$ cat src/rtl/instr_fetch_unit_if.sv
// Instruction memory request/acknowledge bus between the fetch unit and imem.
// The fetch unit drives the request and address. Memory answers with an ack
// and the instruction word in the same cycle.
interface instr_fetch_unit_if;
  logic        imem_req;
  logic [31:0] imem_addr;
  logic        imem_ack;
  logic [31:0] imem_rdata;

  modport master (
    output imem_req,
    output imem_addr,
    input  imem_ack,
    input  imem_rdata
  );

  modport slave (
    input  imem_req,
    input  imem_addr,
    output imem_ack,
    output imem_rdata
  );
endinterface

$ cat src/rtl/instr_fetch_unit.sv
// Instruction fetch / PC stage for the multicycle core.
// This block holds the PC and fetches the word at PC over the imem req/ack bus.
// It latches that word into the instruction register and exposes the decoded
// fields. It also commits the next PC from the jump/jr/branch controls. A PC
// update that arrives while a fetch is outstanding is remembered and applied
// on the cycle after the fetch ends. That commit uses the newly latched
// instruction.
module instr_fetch_unit #(
  parameter logic [31:0] RESET_PC = 32'h0000_0000,
  parameter int unsigned MAX_WAIT = 15            // 1..15 request cycles before timeout
) (
  input  logic               clk,
  input  logic               rst_n,
  instr_fetch_unit_if.master bus,
  input  logic               fetch_req,
  input  logic               pc_update,
  input  logic               jump,
  input  logic               jr,
  input  logic               beq,
  input  logic               bne,
  input  logic               zero,
  input  logic [31:0]        rs_data,
  output logic [31:0]        instr,
  output logic [5:0]         opcode,
  output logic [5:0]         funct,
  output logic [4:0]         rs,
  output logic [4:0]         rt,
  output logic [4:0]         rd,
  output logic [15:0]        imm16,
  output logic [31:0]        pc,
  output logic [31:0]        pc_plus4,
  output logic               instr_valid,
  output logic               busy,
  output logic               fetch_err
);

  typedef enum logic [1:0] {
    IDLE = 2'd0,
    REQ  = 2'd1,
    DONE = 2'd2
  } state_t;

  // Last value the wait counter takes before the request is abandoned.
  localparam logic [3:0] WAIT_LAST = 4'(MAX_WAIT - 1);

  state_t      state_q;
  logic        req_q;
  logic        valid_q;
  logic        err_q;
  logic        pending_q;
  logic [3:0]  wait_q;
  logic [31:0] pc_q;
  logic [31:0] instr_q;

  logic [31:0] next_pc;
  logic        branch_taken;
  logic        commit;

  // Branch target: base plus the sign-extended word offset, wrapping mod 2^32.
  function automatic logic [31:0] branch_target(input logic [31:0] base,
                                                input logic [15:0] imm);
    logic signed [31:0] offset;
    offset = {{14{imm[15]}}, imm, 2'b00};
    return base + offset;
  endfunction

  assign pc_plus4     = pc_q + 32'd4;
  assign branch_taken = (beq & zero) | (bne & ~zero);

  // A commit happens outside REQ when either a fresh or a deferred update is present.
  assign commit = (state_q != REQ) && (pc_update || pending_q);

  // Next-PC selection from the latched instruction; never from imem_rdata.
  always_comb begin
    next_pc = pc_plus4;
    if (jump && jr) begin
      next_pc = rs_data;
    end else if (jump) begin
      next_pc = {pc_plus4[31:28], instr_q[25:0], 2'b00};
    end else if (branch_taken) begin
      next_pc = branch_target(pc_plus4, instr_q[15:0]);
    end
  end

  // Fetch FSM: owns the request, wait counter, IR, PC, pending commit and error flag.
  always_ff @(posedge clk or negedge rst_n) begin
    if (!rst_n) begin
      state_q   <= IDLE;
      req_q     <= 1'b0;
      valid_q   <= 1'b0;
      err_q     <= 1'b0;
      pending_q <= 1'b0;
      wait_q    <= 4'd0;
      pc_q      <= RESET_PC;
      instr_q   <= 32'd0;
    end else begin
      case (state_q)
        IDLE, DONE: begin
          // The PC commits before a same-cycle request, so the request uses the new PC.
          if (commit) begin
            pc_q      <= next_pc;
            valid_q   <= 1'b0;
            pending_q <= 1'b0;
          end
          if (fetch_req) begin
            state_q <= REQ;
            req_q   <= 1'b1;
            wait_q  <= 4'd0;
            valid_q <= 1'b0;
          end
        end

        REQ: begin
          // fetch_req is ignored here. pc_update is only remembered for later.
          if (pc_update) begin
            pending_q <= 1'b1;
          end
          // If the ack and the timeout arrive on the same edge, the ack wins.
          if (bus.imem_ack) begin
            instr_q <= bus.imem_rdata;
            valid_q <= 1'b1;
            req_q   <= 1'b0;
            state_q <= DONE;
          end else if (wait_q == WAIT_LAST) begin
            req_q   <= 1'b0;
            valid_q <= 1'b0;
            err_q   <= 1'b1;
            state_q <= IDLE;
          end else begin
            wait_q <= wait_q + 4'd1;
          end
        end

        default: begin
          state_q <= IDLE;
          req_q   <= 1'b0;
        end
      endcase
    end
  end

  assign bus.imem_req  = req_q;
  assign bus.imem_addr = pc_q;

  assign pc          = pc_q;
  assign instr       = instr_q;
  assign instr_valid = valid_q;
  assign fetch_err   = err_q;
  assign busy        = (state_q == REQ) | pending_q;

  assign opcode = instr_q[31:26];
  assign rs     = instr_q[25:21];
  assign rt     = instr_q[20:16];
  assign rd     = instr_q[15:11];
  assign funct  = instr_q[5:0];
  assign imm16  = instr_q[15:0];

endmodule

$ cat src/flat_wrapper.sv
// flat-port wrapper written by rule: the top's interface ports become plain ports
module instr_fetch_unit_flat 
#(
  parameter logic [31:0] RESET_PC = 32'h0000_0000,
  parameter int unsigned MAX_WAIT = 15                                                  
)
  (clk, rst_n, fetch_req, pc_update, jump, jr, beq, bne, zero, rs_data, instr, opcode, funct, rs, rt, rd, imm16, pc, pc_plus4, instr_valid, busy, fetch_err, bus_imem_req, bus_imem_addr, bus_imem_ack, bus_imem_rdata);
  instr_fetch_unit_if bus_i ();
  input  logic clk;
  input  logic rst_n;
  input  logic fetch_req;
  input  logic pc_update;
  input  logic jump;
  input  logic jr;
  input  logic beq;
  input  logic bne;
  input  logic zero;
  input  logic [31:0] rs_data;
  output logic [31:0] instr;
  output logic [5:0] opcode;
  output logic [5:0] funct;
  output logic [4:0] rs;
  output logic [4:0] rt;
  output logic [4:0] rd;
  output logic [15:0] imm16;
  output logic [31:0] pc;
  output logic [31:0] pc_plus4;
  output logic instr_valid;
  output logic busy;
  output logic fetch_err;
  output wire logic [$bits(bus_i.imem_req)-1:0] bus_imem_req;
  output wire logic [$bits(bus_i.imem_addr)-1:0] bus_imem_addr;
  input wire logic [$bits(bus_i.imem_ack)-1:0] bus_imem_ack;
  input wire logic [$bits(bus_i.imem_rdata)-1:0] bus_imem_rdata;
  assign bus_imem_req = bus_i.imem_req;
  assign bus_imem_addr = bus_i.imem_addr;
  assign bus_i.imem_ack = bus_imem_ack;
  assign bus_i.imem_rdata = bus_imem_rdata;
  instr_fetch_unit #(.RESET_PC(RESET_PC), .MAX_WAIT(MAX_WAIT)) u_core (.clk(clk), .rst_n(rst_n), .bus(bus_i), .fetch_req(fetch_req), .pc_update(pc_update), .jump(jump), .jr(jr), .beq(beq), .bne(bne), .zero(zero), .rs_data(rs_data), .instr(instr), .opcode(opcode), .funct(funct), .rs(rs), .rt(rt), .rd(rd), .imm16(imm16), .pc(pc), .pc_plus4(pc_plus4), .instr_valid(instr_valid), .busy(busy), .fetch_err(fetch_err));
endmodule
$ cat config.mk
export PLATFORM = sky130hd
export DESIGN_NAME = instr_fetch_unit_flat
export DESIGN_NICKNAME = d
export VERILOG_FILES = /design/src/rtl/instr_fetch_unit_if.sv /design/src/rtl/instr_fetch_unit.sv /design/src/flat_wrapper.sv
export SDC_FILE = /design/constraint.sdc
export NUM_CORES = 1
export LEC_CHECK = 0
export ABC_AREA = 1
export BUFFER_PORTS_ARGS = -buffer_cell sky130_fd_sc_hd__buf_2
export CORE_UTILIZATION = 52
export CTS_CLUSTER_DIAMETER = 60
export DETAILED_ROUTE_END_ITERATION = 6
export GPL_TIMING_DRIVEN = 0
export PLACE_DENSITY_LB_ADDON = 0.1
export SLEW_MARGIN = 5
export SYNTH_ARGS = -nofsm -noshare
export SYNTH_HDL_FRONTEND = slang
export SYNTH_SLANG_ARGS = --single-unit
export TNS_END_PERCENT = 50
$ cat constraint.sdc
create_clock -name clk -period 3.4 [get_ports clk]
set_input_delay 0.17 -clock clk [delete_from_list [all_inputs] [get_ports clk]]
set_output_delay 0.17 -clock clk [all_outputs]
set_load 0.02 [all_outputs]
==> impl_results.html, run 1 <==
<table>
<tr><th>Metric</th><th>Value</th></tr>
<tr><th colspan="2">Outcome</th></tr>
<tr><td>Status</td><td>finished, final reports clean</td></tr>
<tr><th colspan="2">Worst setup path</th></tr>
<tr><td>R2r setup slk</td><td>0.24 ns</td></tr>
<tr><td>End of the worst register-to-register path</td><td>u_core.bus.imem_addr[22]$_DFFE_PN0P_</td></tr>
<tr><td>Timing startpoint of the critical path</td><td>u_core.bus.imem_addr[4]$_DFFE_PN0P_</td></tr>
<tr><td>FF-to-FF Start</td><td>u_core.bus.imem_addr[4]$_DFFE_PN0P_</td></tr>
<tr><td>Maximum net fanout on the critical path</td><td>6</td></tr>
<tr><td>Type of origin of the critical path</td><td>register</td></tr>
<tr><td>Kind of cell adding the most delay to the critical path</td><td>simple AND/OR/NAND/NOR gates</td></tr>
<tr><td>Cell with the biggest individual delay on the critical path</td><td>dfrtp_2</td></tr>
<tr><td>Path length in cells of the critical path</td><td>20</td></tr>
<tr><td>Critical path, cell by cell</td><td>nand2_1 -&gt; nor2_2 -&gt; nand2_4 -&gt; nor2_4 -&gt; nand4_1 -&gt; nor2_1 -&gt; xor2_1 -&gt; inv_2 -&gt; ha_1 -&gt; nand2_1 -&gt; nor2_1 -&gt; inv_1 -&gt; nor2_4 -&gt; nand3_1 -&gt; nand4_1 -&gt; nand3_1 -&gt; nand2_1 -&gt; nand2_1 -&gt; nand2_1 -&gt; nand2_1</td></tr>
<tr><td>WP data arrival</td><td>3.41 ns</td></tr>
<tr><td>Data required time of the worst path</td><td>3.65 ns</td></tr>
<tr><td>Cell depth of the worst flop-to-flop path</td><td>20</td></tr>
<tr><td>Number of buffers and inverters on the critical path</td><td>2</td></tr>
<tr><td>Startpoint-to-endpoint class of the critical path</td><td>reg2reg</td></tr>
<tr><td>Endpoint of the worst setup timing path</td><td>u_core.bus.imem_addr[22]$_DFFE_PN0P_</td></tr>
<tr><td>CP Capture Type</td><td>register</td></tr>
<tr><td>Most common cell type on the critical path</td><td>nand2_1</td></tr>
<tr><td>Maximum cell stage delay along the critical path</td><td>0.42 ns</td></tr>
<tr><th colspan="2">CTS</th></tr>
<tr><td>Clock latency of the later-clocked register in the worst-skew pair</td><td>0.35 ns</td></tr>
<tr><td>H-Tree Depth</td><td>3</td></tr>
<tr><td>Number of buffers inserted during clock tree synthesis</td><td>9</td></tr>
<tr><td>Clock tree from TritonCTS</td><td>done</td></tr>
<tr><td>CTS sink count</td><td>73</td></tr>
<tr><td>Buffer depth of the longest clock path</td><td>2</td></tr>
<tr><td>Clk slew on worst S/H paths</td><td>0.06 ns</td></tr>
<tr><td>Clock tree root buffer cell</td><td>clkbuf_16</td></tr>
<tr><th colspan="2">Synthesis</th></tr>
<tr><td>Xor/xnor share of the synthesized area</td><td>2.61%</td></tr>
<tr><td>Number of flip-flops and latches in the synthesized netlist</td><td>73</td></tr>
<tr><td>Syn. warnings</td><td>0</td></tr>
<tr><td>Sequential share of the synthesized area</td><td>24.9%</td></tr>
<tr><td>Combinational family with the most area after synthesis</td><td>simple AND/OR/NAND/NOR gates</td></tr>
<tr><td>Post-synthesis async set-or-reset flop share</td><td>100%</td></tr>
<tr><td>Synthesized Nets</td><td>1253</td></tr>
<tr><td>Number of library cell types mapped by synthesis</td><td>42</td></tr>
<tr><td>Post-synthesis mux area share</td><td>4.46%</td></tr>
<tr><td>Share of the synthesized area in compound gates (AO/OA/AOI/OAI)</td><td>10.1%</td></tr>
<tr><td>Post-Syn Area</td><td>7330 um2</td></tr>
<tr><td>Number of enable flip-flop cells after synthesis</td><td>0</td></tr>
<tr><td>Share of synthesized cell area in and, or, nand and nor gates</td><td>33.6%</td></tr>
<tr><td>Share of synthesized cell area in full adder, half adder and majority cells</td><td>6.76%</td></tr>
<tr><td>Gate Count Post-Synth</td><td>1140</td></tr>
<tr><td>Average cell area after synthesis</td><td>6.43 um2</td></tr>
<tr><td>Top flip-flop cell by instance count after synthesis</td><td>dfrtp_1</td></tr>
<tr><th colspan="2">Drt</th></tr>
<tr><td>Detail-routed via count per cell</td><td>5.21</td></tr>
<tr><td>Total Routed Length</td><td>26400 um</td></tr>
<tr><td>Initial drt markers</td><td>707</td></tr>
<tr><td>DRC</td><td>0</td></tr>
<tr><td>Vias</td><td>8275</td></tr>
<tr><td>Antenna viol nets, final</td><td>0</td></tr>
<tr><td>DRT Pass-1 Iters</td><td>5</td></tr>
<tr><td>Post-detailed-route wirelength per cell</td><td>16.6 um</td></tr>
<tr><th colspan="2">Global route</th></tr>
<tr><td>Wire length of the first global-routing pass</td><td>39800 um</td></tr>
<tr><td>Maximum number of pins on one net before global-route repair</td><td>43</td></tr>
<tr><td>Overall routing resource usage</td><td>36.5%</td></tr>
<tr><td>Vias in the first global route</td><td>7685</td></tr>
<tr><td>Initial antenna violation count</td><td>0</td></tr>
<tr><td>Residual overflow from global routing</td><td>0</td></tr>
<tr><th colspan="2">Cells and area</th></tr>
<tr><td>Utilization after layout</td><td>66.7%</td></tr>
<tr><td>Non-filler instance count after layout</td><td>1589</td></tr>
<tr><td>Fillers</td><td>1368</td></tr>
<tr><td>ANT cells</td><td>0</td></tr>
<tr><td>Layout cell share with drive strength beyond 1</td><td>31.8%</td></tr>
<tr><td>Area of the multi-input gates</td><td>4300 um2</td></tr>
<tr><td>Fin nets</td><td>1518</td></tr>
<tr><td>Most frequent cells in the layout</td><td>352 x nand2_1, 253 x buf_2, 158 x inv_1, 95 x nor2_1, 82 x buf_4</td></tr>
<tr><td>Signed area change from the synthesized netlist to the final layout</td><td>25.8%</td></tr>
<tr><td>Sequential cell area</td><td>1850 um2</td></tr>
<tr><td>Commonest non-fill, non-tap cell in the layout</td><td>nand2_1</td></tr>
<tr><td>Post-route standard cell area excluding fillers</td><td>9220 um2</td></tr>
<tr><th colspan="2">Floorplan</th></tr>
<tr><td>Die Y-Extent</td><td>121 um</td></tr>
<tr><td>Standard cell core area</td><td>13800 um2</td></tr>
<tr><td>Initial core utilization</td><td>53.0%</td></tr>
<tr><td>Number of I/O pins</td><td>249</td></tr>
<tr><td>Placement row count</td><td>43</td></tr>
<tr><td>Chip Width</td><td>121 um</td></tr>
<tr><td>Die Area</td><td>14600 um2</td></tr>
<tr><th colspan="2">Placed design</th></tr>
<tr><td>Total half-perimeter wirelength after legalization and detailed placement</td><td>21100 um</td></tr>
<tr><td>Port-buffer cells</td><td>248</td></tr>
<tr><td>Post-place instance area</td><td>8820 um2</td></tr>
<tr><td>Cell count after placement</td><td>1569</td></tr>
<tr><td>Final RePlAce weighted congestion</td><td>1.00</td></tr>
<tr><td>Setup WS pre-CTS</td><td>-0.187 ns</td></tr>
<tr><th colspan="2">Timing</th></tr>
<tr><td>Final worst slack</td><td>0.235 ns</td></tr>
<tr><td>Fraction of the cycle the final worst path needs</td><td>93.1%</td></tr>
<tr><td>Maximum frequency from static timing analysis</td><td>316 MHz</td></tr>
<tr><td>Relative slew slack</td><td>31.9%</td></tr>
<tr><td>Total count of max-transition violations in the final report</td><td>0</td></tr>
<tr><td>Slew @ Worst Pin</td><td>1.02 ns</td></tr>
<tr><td>Final hold violation count</td><td>0</td></tr>
<tr><td>Worst hold-check slack</td><td>0.0417 ns</td></tr>
<tr><td>Final setup violating endpoints</td><td>0</td></tr>
<tr><td>Worst clock skew</td><td>0.00723 ns</td></tr>
<tr><td>Post-route minimum period</td><td>3.16 ns</td></tr>
<tr><td>Post-route setup TNS</td><td>0 ns</td></tr>
<tr><th colspan="2">Power</th></tr>
<tr><td>Max VDD drop</td><td>0.663 mV</td></tr>
<tr><td>Total power consumption of the routed design</td><td>10.9 mW</td></tr>
<tr><td>Static leakage</td><td>5.27 nW</td></tr>
<tr><td>Power density over the cells</td><td>1180 nW/um2</td></tr>
<tr><th colspan="2">Min path</th></tr>
<tr><td>Hold crit path type</td><td>in2reg</td></tr>
<tr><th colspan="2">Job</th></tr>
<tr><td># Max-Cap Violations</td><td>0</td></tr>
</table>
worst min path at each step:
stage	from	endpoint	slack [ns]	cells past startpoint
after global placement	bus_imem_rdata[31]	u_core.instr[31]$_DFFE_PN0P_	0.40	2
after CTS	bus_imem_rdata[14]	u_core.instr[14]$_DFFE_PN0P_	0.04	2
after global routing	bus_imem_rdata[27]	u_core.instr[27]$_DFFE_PN0P_	0.04	2
after floorplan	rst_n	u_core.bus.imem_addr[0]$_DFFE_PN0P_	-0.13	0
after detailed placement	rst_n	u_core.bus.imem_addr[29]$_DFFE_PN0P_	0.15	1
final	bus_imem_rdata[1]	u_core.instr[1]$_DFFE_PN0P_	0.04	2
power breakdown:
group          switching (mW)  internal [mW]  total, mW
clock                   0.415          0.492      0.907
combinational            5.06           2.92       7.98
sequential              0.718           1.27       1.98
cells in the mapped netlist, types with 10 or more instances:
| library cell | n | share of area, % |
|---|---|---|
| o21ai_0 | 55 | 3.8 |
| nor2_1 | 97 | 5.0 |
| nand2_1 | 352 | 18 |
| dfrtp_1 | 73 | 25 |
| buf_4 | 77 | 7.9 |
| a21oi_1 | 47 | 3.2 |
| xor2_1 | 15 | 1.8 |
| nand3_1 | 71 | 4.8 |
| nand2_2 | 10 | 0.85 |
| nand4_1 | 12 | 1.0 |
| ha_1 | 38 | 6.5 |
| clkbuf_1 | 14 | 0.72 |
| inv_1 | 159 | 8.1 |
| mux2_2 | 29 | 4.5 |
final cells by class:
| class | instances | area share, % |
|---|---|---|
| buffer | 97 | 7.16 |
| sequential | 73 | 20.0 |
| tap | 180 | 2.44 |
| clock inverter | 6 | 0.461 |
| timing repair buffer | 254 | 14.1 |
| clock buffer | 9 | 2.44 |
| inverter | 166 | 6.76 |
| multi-input combinational | 804 | 46.6 |
worst register-to-register path, stage by stage (launching register included):
cell,delay (ns)
dfrtp_2,0.42
nand2_1,0.11
nor2_2,0.18
nand2_4,0.11
nor2_4,0.12
nand4_1,0.11
nor2_1,0.17
xor2_1,0.27
inv_2,0.11
ha_1,0.31
nand2_1,0.09
nor2_1,0.15
inv_1,0.10
nor2_4,0.13
nand3_1,0.13
nand4_1,0.12
nand3_1,0.18
nand2_1,0.11
nand2_1,0.05
nand2_1,0.05
nand2_1,0.04
flip-flops by register name, indices dropped and copies added (netlist names):
name / flops
u_core.bus.imem_addr: 32
u_core.pending_q: 1
u_core.wait_q: 4
u_core.instr_valid: 1
u_core.fetch_err: 1
u_core.instr: 32
u_core.state_q: 2
cell families after synthesis:
kind of cell    count (synthesis)
flops                          73
buf+inv                       263
xor+xnor                       21
simple gates                  579
fa+ha+maj                      39
mux                            29
compound gates                136
repair_timing:
action	in CTS	in global routing
setup endpoints to repair	3	16
buffers inserted	0	4
pin swaps	0	2
hold buffers	1	0
endpoints found under the hold margin	31	0
gates resized for setup	2	31
per-layer routing:
layer	track usage [%]	wire length, um	vias to the layer above
met5	0	0	-
met4	15.3	957	0
met3	7.50	2070	71
met2	61.0	12400	378
met1	45.7	10900	3775
li1	-	-	4051
Note: power is estimated with default switching activity, not from simulation.
==> run 2: changes to the inputs <==
Settings changed: CORE_MARGIN set to 2, GPL_TIMING_DRIVEN 0 to 1.
==> run 2 against run 1 <==
The run now ends with negative hold slack left. Largest cell class unchanged. Power is 4.3% lower. Combinational power fell by 6.1%. Clock power grew 16%. Maximum frequency shrank 1.8%. Utilization decreased by 4.4 points. Design area is 6.6% lower. Wire length shrank 1.9%. Cell count fell by 5.3%. Worst setup slack lost 0.058 ns. Critical path depth decreased by 2.
==> impl_results.html, run 2 (same netlist as run 1, synthesis figures left out) <==
<table>
<tr><th>Metric</th><th>Value</th></tr>
<tr><th colspan="2">Drt</th></tr>
<tr><td>Vias</td><td>7998 (-3.3%)</td></tr>
<tr><td>Post-detailed-route wirelength per cell</td><td>17.2 um (+3.6%)</td></tr>
<tr><td>Initial drt markers</td><td>692 (-2.1%)</td></tr>
<tr><td>DRC</td><td>0 (unchanged)</td></tr>
<tr><td>Detail-routed via count per cell</td><td>5.31 (+2.0%)</td></tr>
<tr><td>Antenna viol nets, final</td><td>0 (unchanged)</td></tr>
<tr><td>DRT Pass-1 Iters</td><td>7 (+2)</td></tr>
<tr><td>Total Routed Length</td><td>25900 um (-1.9%)</td></tr>
<tr><th colspan="2">Floorplan</th></tr>
<tr><td>Chip Width</td><td>123 um (+1.7%)</td></tr>
<tr><td>Die Area</td><td>15100 um2 (+3.3%)</td></tr>
<tr><td>Standard cell core area</td><td>13800 um2 (unchanged)</td></tr>
<tr><td>Placement row count</td><td>43 (unchanged)</td></tr>
<tr><td>Number of I/O pins</td><td>249 (unchanged)</td></tr>
<tr><td>Die Y-Extent</td><td>123 um (+1.7%)</td></tr>
<tr><td>Initial core utilization</td><td>53.0% (unchanged)</td></tr>
<tr><th colspan="2">Cells and area</th></tr>
<tr><td>Signed area change from the synthesized netlist to the final layout</td><td>17.5%</td></tr>
<tr><td>Commonest non-fill, non-tap cell in the layout</td><td>nand2_1</td></tr>
<tr><td>Fin nets</td><td>1432 (-5.7%)</td></tr>
<tr><td>Layout cell share with drive strength beyond 1</td><td>26.8% (-5.0 points)</td></tr>
<tr><td>Non-filler instance count after layout</td><td>1505 (-5.3%)</td></tr>
<tr><td>Most frequent cells in the layout</td><td>352 x nand2_1, 247 x buf_2, 159 x inv_1, 95 x nor2_1, 73 x dfrtp_1</td></tr>
<tr><td>Fillers</td><td>1408 (+2.9%)</td></tr>
<tr><th colspan="2">Worst setup path</th></tr>
<tr><td>Startpoint-to-endpoint class of the critical path</td><td>reg2reg</td></tr>
<tr><td>End of the worst register-to-register path</td><td>u_core.bus.imem_addr[20]$_DFFE_PN0P_</td></tr>
<tr><td>Cell with the biggest individual delay on the critical path</td><td>dfrtp_1</td></tr>
<tr><td>Most common cell type on the critical path</td><td>nand2_1</td></tr>
<tr><td>Maximum cell stage delay along the critical path</td><td>0.43 ns (about the same)</td></tr>
<tr><td>Type of origin of the critical path</td><td>register</td></tr>
<tr><td>Critical path, cell by cell</td><td>ha_1 -&gt; nand2_1 -&gt; inv_2 -&gt; nand2_2 -&gt; nor2_4 -&gt; nand2_1 -&gt; o21ai_1 -&gt; nand2_1 -&gt; ha_1 -&gt; nand2_1 -&gt; inv_1 -&gt; nand3_1 -&gt; o21ai_0 -&gt; inv_1 -&gt; nand3_1 -&gt; nand3_1 -&gt; nand2_1 -&gt; nand2_1</td></tr>
<tr><td>R2r setup slk</td><td>0.18 ns (-0.06 ns)</td></tr>
<tr><td>WP data arrival</td><td>3.47 ns (+0.06 ns)</td></tr>
<tr><td>FF-to-FF Start</td><td>u_core.bus.imem_addr[3]$_DFFE_PN0P_</td></tr>
<tr><td>Cell depth of the worst flop-to-flop path</td><td>18 (-10%)</td></tr>
<tr><td>CP Capture Type</td><td>register</td></tr>
<tr><td>Maximum net fanout on the critical path</td><td>5 (-1)</td></tr>
<tr><td>Data required time of the worst path</td><td>3.65 ns (about the same)</td></tr>
<tr><th colspan="2">Global route</th></tr>
<tr><td>Wire length of the first global-routing pass</td><td>38900 um (-2.3%)</td></tr>
<tr><td>Maximum number of pins on one net before global-route repair</td><td>74 (+72%)</td></tr>
<tr><td>Residual overflow from global routing</td><td>0 (unchanged)</td></tr>
<tr><td>Initial antenna violation count</td><td>1 (+1)</td></tr>
<tr><td>Vias in the first global route</td><td>7274 (-5.3%)</td></tr>
<tr><td>Overall routing resource usage</td><td>34.4% (-2.1 points)</td></tr>
<tr><th colspan="2">CTS</th></tr>
<tr><td>Buffer depth of the longest clock path</td><td>2 (unchanged)</td></tr>
<tr><td>Clock tree from TritonCTS</td><td>done</td></tr>
<tr><td>Clock latency of the later-clocked register in the worst-skew pair</td><td>0.36 ns (about the same)</td></tr>
<tr><td>Clock tree root buffer cell</td><td>clkbuf_16</td></tr>
<tr><td>CTS sink count</td><td>73 (unchanged)</td></tr>
<tr><td>Clk slew on worst S/H paths</td><td>0.06 ns (about the same)</td></tr>
<tr><td>Number of buffers inserted during clock tree synthesis</td><td>9 (unchanged)</td></tr>
<tr><td>Count of buffers added by post-CTS timing repair for setup</td><td>0 (unchanged)</td></tr>
<tr><td>H-Tree Depth</td><td>3 (unchanged)</td></tr>
<tr><th colspan="2">Timing</th></tr>
<tr><td>Final worst slack</td><td>0.178 ns (-0.0576 ns)</td></tr>
<tr><td>Maximum frequency from static timing analysis</td><td>310 MHz (-1.8%)</td></tr>
<tr><td>Post-route setup TNS</td><td>0 ns (unchanged)</td></tr>
<tr><td>Fraction of the cycle the final worst path needs</td><td>94.8% (+1.7 points)</td></tr>
<tr><td>Final setup violating endpoints</td><td>0 (unchanged)</td></tr>
<tr><td>Worst clock skew</td><td>0.00524 ns (-0.00199 ns)</td></tr>
<tr><td>Slew @ Worst Pin</td><td>1.05 ns (+0.0235 ns)</td></tr>
<tr><td>Total count of max-transition violations in the final report</td><td>0 (unchanged)</td></tr>
<tr><td>Setup repair after global routing missed its margin</td><td>no</td></tr>
<tr><td>Final hold violation count</td><td>36 (+36)</td></tr>
<tr><td>Relative slew slack</td><td>30.3% (-1.6 points)</td></tr>
<tr><td>Worst hold-check slack</td><td>-0.0238 ns (-0.0654 ns)</td></tr>
<tr><td>Post-route minimum period</td><td>3.22 ns (+0.0576 ns)</td></tr>
<tr><th colspan="2">Min path</th></tr>
<tr><td>Hold crit path type</td><td>in2async</td></tr>
<tr><th colspan="2">Power</th></tr>
<tr><td>Power density over the cells</td><td>1210 nW/um2 (+2.5%)</td></tr>
<tr><td>Max VDD drop</td><td>0.727 mV (+9.6%)</td></tr>
<tr><td>Static leakage</td><td>4.93 nW (-6.3%)</td></tr>
<tr><th colspan="2">Job</th></tr>
<tr><td># Max-Cap Violations</td><td>0 (unchanged)</td></tr>
<tr><th colspan="2">Placed design</th></tr>
<tr><td>Total half-perimeter wirelength after legalization and detailed placement</td><td>20400 um (-3.3%)</td></tr>
<tr><td>Setup WS pre-CTS</td><td>0.0980 ns (+0.285 ns)</td></tr>
<tr><td>Final RePlAce weighted congestion</td><td>1.04 (+3.8%)</td></tr>
<tr><td>Port-buffer cells</td><td>248 (unchanged)</td></tr>
<tr><td>Cell count after placement</td><td>1488 (-5.2%)</td></tr>
<tr><th colspan="2">Outcome</th></tr>
<tr><td>Violations in the final reports</td><td>negative hold slack</td></tr>
<tr><td>Status</td><td>finished, violations left</td></tr>
</table>
-- run 2: cell types whose count changed in the layout (fill, tap and decap cells not counted), sizes merged --
| cell | before | now |
|---|---|---|
| buf | 336 | 265 |
| bufinv | 0 | 1 |
| clkbuf | 23 | 10 |
| clkinv | 2 | 1 |
| diode | 0 | 1 |
| dlygate4sd3 | 1 | 0 |
-- run 2: critical path: cells and delay by family (launching register included) --
| kind | cells | cell delay (ns) |
|---|---|---|
| and+or+nand+nor | 11 | 1.29 |
| adders and majority gates | 2 | 0.60 |
| AOI/OAI and AO/OA | 2 | 0.52 |
| DFF | 1 | 0.43 |
| buffers and inverters | 3 | 0.27 |
-- run 2: layer usage --
metal / wire (um) / GRT usage (%) / up-vias
li1: - / - / 3899
met1: 11100 / 47.2 / 3663
met2: 11800 / 54.2 / 374
met3: 1990 / 5.11 / 62
met4: 923 / 14.2 / 0
met5: 0 / 0 / -
-- run 2: worst max-delay path by stage --
stage	from	to	cells after the start
after global placement	u_core.bus.imem_addr[3]$_DFFE_PN0P_	u_core.bus.imem_addr[22]$_DFFE_PN0P_	19
after CTS	u_core.bus.imem_addr[3]$_DFFE_PN0P_	u_core.bus.imem_addr[22]$_DFFE_PN0P_	19
after global routing	u_core.bus.imem_addr[9]$_DFFE_PN0P_	u_core.bus.imem_addr[25]$_DFFE_PN0P_	19
after floorplan	u_core.bus.imem_addr[2]$_DFFE_PN0P_	u_core.bus.imem_addr[31]$_DFFE_PN0P_	22
after detailed placement	u_core.bus.imem_addr[3]$_DFFE_PN0P_	u_core.bus.imem_addr[22]$_DFFE_PN0P_	19
final	u_core.bus.imem_addr[3]$_DFFE_PN0P_	u_core.bus.imem_addr[20]$_DFFE_PN0P_	18
-- run 2: power breakdown --
part	switching, mW	internal, mW
combinational	5.04	2.45
clock	0.447	0.598
sequential	0.617	1.25
-- run 2: final cells by class --
class                   instances  area (um2)  area share, %
multi-input cells             804        4250           49.3
diodes                          1        2.50         0.0291
inverters                     166         623           7.24
well taps                     180         225           2.62
flip-flops and latches         73        1830           21.2
clock buffers                  10         239           2.78
clock inverters                 6        73.8          0.857
repair buffers                265        1370           15.9
-- run 2: repair_timing --
item	in CTS	in global routing
hold buffers	0	0
resized for setup	0	6
endpoints found under the setup margin	0	11
-- run 2: through the flow --
step                power (mW)  util (%)  cell area [um2]
finish                    10.4      62.3             8610
global route              11.2      62.3             8610
CTS                       10.3      62.1             8580
detailed placement        9.19      59.8             8270
global placement          9.16      59.8             8270
floorplan                 7.30         -             7330
